File: src/rtl/zbus_pkg.sv
// Shared zbus definitions: default widths, width helper and handshake helpers.
package zbus_pkg;

    localparam int unsigned ZBUS_SW_DEF = 8;
    localparam int unsigned ZBUS_RN_DEF = 4;

    typedef enum logic {
        ST_EMPTY  = 1'b0,
        ST_LOADED = 1'b1
    } zbus_dwn_state_e;

    // Counter width for n states; a zero-width counter is never wanted.
    function automatic int unsigned zbus_clog2_min1(input int unsigned n);
        return (n > 1) ? $clog2(n) : 1;
    endfunction

    function automatic logic zbus_trn(input logic vld, input logic ack);
        return vld & ack;
    endfunction

endpackage

File: src/rtl/zbus_downsize_if.sv
// zbus vld/ack handshake bundle; the lst marker exists only with ZBUS_DWN_LAST_EN.
interface zbus_downsize_if #(
    parameter int unsigned W = 8
) ();

    logic         vld;
    logic [W-1:0] bus;
    logic         ack;
`ifdef ZBUS_DWN_LAST_EN
    logic         lst;
`endif

    modport master (
        output vld,
        output bus,
`ifdef ZBUS_DWN_LAST_EN
        output lst,
`endif
        input  ack
    );

    modport slave (
        input  vld,
        input  bus,
`ifdef ZBUS_DWN_LAST_EN
        input  lst,
`endif
        output ack
    );

endinterface

File: src/rtl/zbus_downsize.sv
// zbus width down-converter: one BW-bit word in, RN SW-bit beats out, LS slice first.
// Optional zo.lst last-beat marker enabled by defining ZBUS_DWN_LAST_EN.
module zbus_downsize
    import zbus_pkg::*;
#(
    parameter int unsigned SW = ZBUS_SW_DEF,
    parameter int unsigned RN = ZBUS_RN_DEF
) (
    input  logic            clk,
    input  logic            rst,
    zbus_downsize_if.slave  zi,
    zbus_downsize_if.master zo
);

    localparam int unsigned BW  = SW * RN;
    localparam int unsigned CNL = zbus_clog2_min1(RN);

    zbus_dwn_state_e state_q, state_d;
    logic [CNL-1:0]  cnt_q, cnt_d;
    logic [BW-1:0]   buf_q, buf_d;

    logic            lst_c;
    logic            zo_vld_c;
    logic            zo_trn_c;
    logic            zi_ack_c;
    logic            zi_trn_c;
    logic [SW-1:0]   zo_bus_c;

    // State register; the data buffer is deliberately left out of reset.
    always_ff @(posedge clk) begin
        if (!rst) begin
            state_q <= ST_EMPTY;
            cnt_q   <= '0;
        end else begin
            state_q <= state_d;
            cnt_q   <= cnt_d;
        end
        buf_q <= buf_d;
    end

    // Output decode. zi_ack follows zo_ack combinationally so a new word
    // can load on the same edge as the last beat leaves.
    always_comb begin
        lst_c    = (cnt_q == CNL'(RN - 1));
        zo_vld_c = (state_q == ST_LOADED);
        zo_trn_c = zbus_trn(zo_vld_c, zo.ack);
        zi_ack_c = rst & (~zo_vld_c | (zo_trn_c & lst_c));
        zi_trn_c = zbus_trn(zi.vld, zi_ack_c);
        zo_bus_c = buf_q[int'(cnt_q) * SW +: SW];
    end

    // Next-state: beat counter wraps explicitly at RN-1.
    always_comb begin
        state_d = state_q;
        cnt_d   = cnt_q;
        buf_d   = buf_q;
        unique case (state_q)
            ST_EMPTY: begin
                if (zi_trn_c) begin
                    buf_d   = zi.bus;
                    cnt_d   = '0;
                    state_d = ST_LOADED;
                end
            end
            ST_LOADED: begin
                if (zo_trn_c) begin
                    if (!lst_c) begin
                        cnt_d = cnt_q + CNL'(1);
                    end else begin
                        cnt_d = '0;
                        if (zi_trn_c) begin
                            buf_d = zi.bus;
                        end else begin
                            state_d = ST_EMPTY;
                        end
                    end
                end
            end
            default: state_d = ST_EMPTY;
        endcase
    end

    assign zi.ack = zi_ack_c;
    assign zo.vld = zo_vld_c;
    assign zo.bus = zo_bus_c;
`ifdef ZBUS_DWN_LAST_EN
    assign zo.lst = zo_vld_c & lst_c;
`endif

endmodule

File: src/flat_wrapper.sv
// flat-port wrapper written by rule: the top's interface ports become plain ports
module zbus_downsize_flat import zbus_pkg::*;
#(
    parameter int unsigned SW = ZBUS_SW_DEF,
    parameter int unsigned RN = ZBUS_RN_DEF
)
  (clk, rst, zi_vld, zi_bus, zi_ack, zo_vld, zo_bus, zo_ack);
  zbus_downsize_if #(.W(32)) zi_i ();
  zbus_downsize_if #(.W(8)) zo_i ();
  input  logic clk;
  input  logic rst;
  input wire logic [$bits(zi_i.vld)-1:0] zi_vld;
  input wire logic [$bits(zi_i.bus)-1:0] zi_bus;
  output wire logic [$bits(zi_i.ack)-1:0] zi_ack;
  output wire logic [$bits(zo_i.vld)-1:0] zo_vld;
  output wire logic [$bits(zo_i.bus)-1:0] zo_bus;
  input wire logic [$bits(zo_i.ack)-1:0] zo_ack;
  assign zi_i.vld = zi_vld;
  assign zi_i.bus = zi_bus;
  assign zi_ack = zi_i.ack;
  assign zo_vld = zo_i.vld;
  assign zo_bus = zo_i.bus;
  assign zo_i.ack = zo_ack;
  zbus_downsize #(.SW(SW), .RN(RN)) u_core (.clk(clk), .rst(rst), .zi(zi_i), .zo(zo_i));
endmodule
File: config.mk
export PLATFORM = sky130hd
export DESIGN_NAME = zbus_downsize_flat
export DESIGN_NICKNAME = d
export VERILOG_FILES = /design/src/rtl/zbus_pkg.sv /design/src/rtl/zbus_downsize_if.sv /design/src/rtl/zbus_downsize.sv /design/src/flat_wrapper.sv
export SDC_FILE = /design/constraint.sdc
export NUM_CORES = 1
export LEC_CHECK = 0
export ABC_CLOCK_PERIOD_IN_PS = 3800
export BUFFER_PORTS_ARGS = -buffer_cell sky130_fd_sc_hd__buf_4
export CAP_MARGIN = 20
export CORE_ASPECT_RATIO = 1.5
export CORE_MARGIN = 8
export CORE_UTILIZATION = 50
export CTS_BUF_LIST = sky130_fd_sc_hd__clkbuf_8
export DETAILED_ROUTE_END_ITERATION = 16
export PLACE_DENSITY_LB_ADDON = 0.1
export SYNTH_ARGS = -nofsm -noshare
export SYNTH_HDL_FRONTEND = slang
export SYNTH_SLANG_ARGS = --single-unit
File: constraint.sdc
create_clock -name clk -period 3.8 [get_ports clk]
set_clock_uncertainty 0.15 [all_clocks]
set_input_delay 0.19 -clock clk [delete_from_list [all_inputs] [get_ports clk]]
set_output_delay 0.19 -clock clk [all_outputs]
set_load 0.01 [all_outputs]
Word level (Yosys, flattened, before mapping)
Index checks and enable logic that the tools add are counted.
{"block": "classes", "n_addsub": 1, "eq_ne": 4, "shift": 1, "mux": 12, "bitwise": 6, "n_reduce_logical": 2}
{"cell": "$mux W32", "n": 3}
{"cell": "$pmux W32 S2", "n": 1}
{"cell": "$shiftx A32 B6 Y8", "n": 1}
{"cell": "$mux W2", "n": 3}
{"cell": "$and A1 B1 Y1", "n": 4}
{"cell": "$ne A2 B2 Y1 const B", "n": 2}
{"cell": "$pmux W2 S2", "n": 1}
{"cell": "$reduce_and A2 Y1", "n": 2}
{"cell": "$mux W1", "n": 3}
{"cell": "$add A2 B1 Y2 const B", "n": 1}
{"cell": "$eq A2 B2 Y1 const B", "n": 1}
{"cell": "$ne A2 B1 Y1 const B", "n": 1}
{"cell": "$pmux W1 S2", "n": 1}
{"cell": "$not A1 Y1", "n": 1}
{"cell": "$or A1 B1 Y1", "n": 1}
{"block": "word_totals", "regBits": 35, "input_bits": 36, "out_inout_bits": 10, "word_cells": 29}

Longest topological paths before layout
{"block": "depth", "depth_word": 9, "ltp_mapped": 3, "mapped_depth_nobuf": 3}

Least setup slack after synthesis
OpenSTA, ideal clock, no wires.
{"block": "synth_path", "path_type": "reg-to-reg", "start": "register u_core.cnt_q[0]", "end": "register u_core.buf_q[0], enable pin", "setup_ns": 0.392, "arrival_time_ns": 1.501, "t_required_ns": 3.258, "slack_ns": 1.757, "path_stages_with_launch": 4, "path_buffers": 0, "synth_period_minus_slack_ns": 2.043, "path_cell_list": "dfxtp_1 ha_1 a21boi_0 and3b_1"}
{"block": "synth_between", "elab_chain_cells": 3}
{"item": "from (decl)", "line": "zbus_downsize.sv:19", "rtl": "logic [CNL-1:0] cnt_q, cnt_d;"}
{"item": "from (signal assigned)", "line": "zbus_downsize.sv:36", "rtl": "cnt_q <= cnt_d;"}
{"item": "$eq A2 B2 Y1", "line": "zbus_downsize.sv:44", "rtl": "lst_c = (cnt_q == CNL'(RN - 1));"}
{"item": "$ne A2 B2 Y1 (no line)"}
{"item": "$reduce_and A2 Y1 (no line)"}
{"item": "to (signal assigned)", "line": "zbus_downsize.sv:38", "rtl": "buf_q <= buf_d;"}
{"item": "to (decl)", "line": "zbus_downsize.sv:20", "rtl": "logic [BW-1:0] buf_q, buf_d;"}
Every way passes these cells.
A chain may end at the register's enable or synchronous reset.

Worst setup path after layout
{"block": "layout_path", "start": "register u_core.cnt_q[0]", "end": "register u_core.buf_q[19], enable pin"}
Same word-level chain as after synthesis.

==> results.md <==
- Critical path arrival: 2.03 ns
- Combinational share of power: 12.2%
- Slowest Stage Delay on Critical Path: 0.73 ns
- HP Class: in2reg
- CP Class: reg2reg
- Critical Path Slowest Stage Cell: dfxtp_1
- Tcrit/Tclk final: 59.2%
- Largest net degree at the start of global routing: 33
- Seq/Total Area, Yosys: 77.9%
- Cell Int Power: 627 uW
- Pleak: 0.000808 uW
- Number of port buffers: 45
- Clock Pin Slew Worst Setup and Hold Paths: 0.07 ns
- Layout cells sized above 1: 43.7%
- Post-DP HPWL: 1810 microns
- RSZ-0062 raised after global routing: no
- # rows: 23
- Die area: 4550 sq um
- Commonest non-fill, non-tap cells in the layout: 46 x buf_4, 33 x dlygate4sd3_1, 32 x edfxtp_1
- Crit-path cells: ha_1 > a21boi_0 > and3b_1 > buf_4
- Peak VDD IR: 0.287 mV
- Synthesized flop and latch total: 35
- Most common cell after layout, fill and taps aside: buf_4
- Total grt overflow: 0
- Outcome: finished clean
- Initial drt markers: 15
- CP Capture Type: register
- Slew @ Worst Pin: 0.631 ns
- Syn avg cell area: 23.0 sq um
- Slew Limit Fails: 0
- Post-CTS Setup Inserts: 0
- Final TNS setup: 0 ns
- Antenna-violating nets left: 0
- Ports: 46
- Ant. Diodes: 0
- Synth Cell Area: 1310 sq um
- Max-cap violations: 0
- DR DRC count: 0
- Gate count after technology mapping: 57
- Fin nets: 178
- Simple-gate share of the synthesized area: 3.15%
- Routed wire length: 3020 microns
- WL/cell: 18.1 microns
- Main combinational cell family by area after synthesis: multiplexers
- Register area: 1020 sq um
- Vias: 877
- Power Dens Cells: 378 nW/um^2
- Resized cells post-CTS: 0
- Syn Nets: 94
- Yosys warnings: 0
- TritonRoute pass-1 iters: 4
- Psw: 161 uW
- Area Overhead vs Synth: 58.9%
- Starting Density: 50.6%
- Worst path bufs/invs: 1
- Worst Hold Slack: 0.0207 ns
- Fin crit period: 2.25 ns
- Final hold vios: 0
- CTS buffer count: 5
- Synth cell types: 16
- Slew Limit Headroom: 57.9%
- Skew-Pair Late Insertion Delay: 0.28 ns
- Post-Synth XOR/XNOR Area: 0%
- Clock Power Share: 31.3%
- Drt via density: 5.25
- Req. time, crit path: 3.59 ns
- Switching share of power: 20.4%
- Reg2reg setup slack: 1.55 ns
- Core box area: 2590 sq um
- Sequential group share of total power: 56.6%
- Synth Area in Adders: 0.954%
- Setup violators final: 0
- Die width: 57.8 microns
- Startpoint class of the critical path: register
- Fillers: 142
- FMAX: 445 MHz
- CTS tree: built
- GP Congestion: 0.652
- Number of global-route vias before repair: 1002
- First-pass GRT wire length: 4780 microns
- Root Buffer: clkbuf_8
- Clock Sinks: 35
- Multi-input gate area: 274 sq um
- Hold buffers post-CTS: 33
- Initial antenna violation count: 0
- Cell family with most CP delay: flip-flops
- Post-synthesis mux area share: 14.6%
- Die height: 78.7 microns
- GRT Resource Usage Total: 14.4%
- H-Tree Depth: 2
- Compound-Gate Fraction of Synth Area: 2.19%
- CTS Buffer Depth: 2
- Worst Path Max Fanout: 32
[Yosys cell counts]
master	n	area share [%]
nand4_1	1	0.48
o2bb2ai_1	1	0.67
ha_1	1	0.95
clkbuf_2	1	0.38
nand2_1	2	0.57
a21boi_0	1	0.57
mux4_2	8	14
nor2b_1	1	0.48
edfxtp_1	32	73
and3b_1	1	0.67
dfxtp_1	3	4.6
o21ai_0	1	0.38
mux2_2	1	0.86
o21a_1	1	0.57
and4bb_2	1	0.95
buf_6	1	0.86
[through the flow]
step / util, % / power [uW] / cells / cell area, sq um / worst slack, ns
after global routing: 80.4 / 818 / 167 / 2080 / 1.34
after floorplan: - / 477 / 57 / 1310 / 1.76
after global placement: 64.5 / 518 / 126 / 1670 / 1.62
after detailed placement: 64.5 / 521 / 126 / 1670 / 1.48
after CTS: 80.4 / 790 / 167 / 2080 / 1.49
final: 80.4 / 787 / 167 / 2080 / 1.55
[area by class of cell]
cell class | count | share of cell area [%]
Clock inverter | 3 | 0.601
Clock buffer | 5 | 3.30
Multi-Input combinational cell | 20 | 13.2
Sequential cell | 35 | 49.0
Timing Repair Buffer | 79 | 32.4
Tap cell | 25 | 1.50
[registers in the layout, indices dropped and copies added (netlist names)]
| signal | flops |
|---|---|
| u_core.buf_q | 32 |
| u_core.cnt_q | 2 |
| u_core.zo.vld | 1 |
[kinds of logic after synthesis]
family / count (synthesis)
muxes: 9
buffers and inverters: 2
adders and majority gates: 1
DFF: 35
AOI/OAI and AO/OA: 4
and+or+nand+nor: 6
[routing by layer]
metal  track usage, %  vias to the layer above  wire length (microns)
met4             6.90                        0                     72
met3             7.43                        8                    240
li1                 -                      407                      -
met1             14.2                      429                   1040
met5                0                        -                      0
met2             24.2                       33                   1660
[power groups by stage]
stage / Clock [uW] / Combinational (uW) / Sequential (uW)
floorplan: 0 / 27.2 / 449
global placement: 0 / 65.5 / 453
detailed placement: 0 / 67.6 / 454
CTS: 250 / 94.7 / 446
global route: 268 / 102 / 447
finish: 246 / 95.8 / 445
[final timing paths]
path / start / end / depth (start not counted)
setup / recovery: u_core.cnt_q[0]$_SDFFE_PN0P_ / u_core.buf_q[19]$_DFFE_PP_ / 4
hold / removal: rst / u_core.zo.vld$_SDFF_PN0_ / 2
setup reg to reg: u_core.cnt_q[0]$_SDFFE_PN0P_ / u_core.buf_q[19]$_DFFE_PP_ / 4
hold reg to reg: u_core.zo.vld$_SDFF_PN0_ / u_core.cnt_q[1]$_SDFFE_PN0P_ / 2
Power figures use the tool's default switching activity.
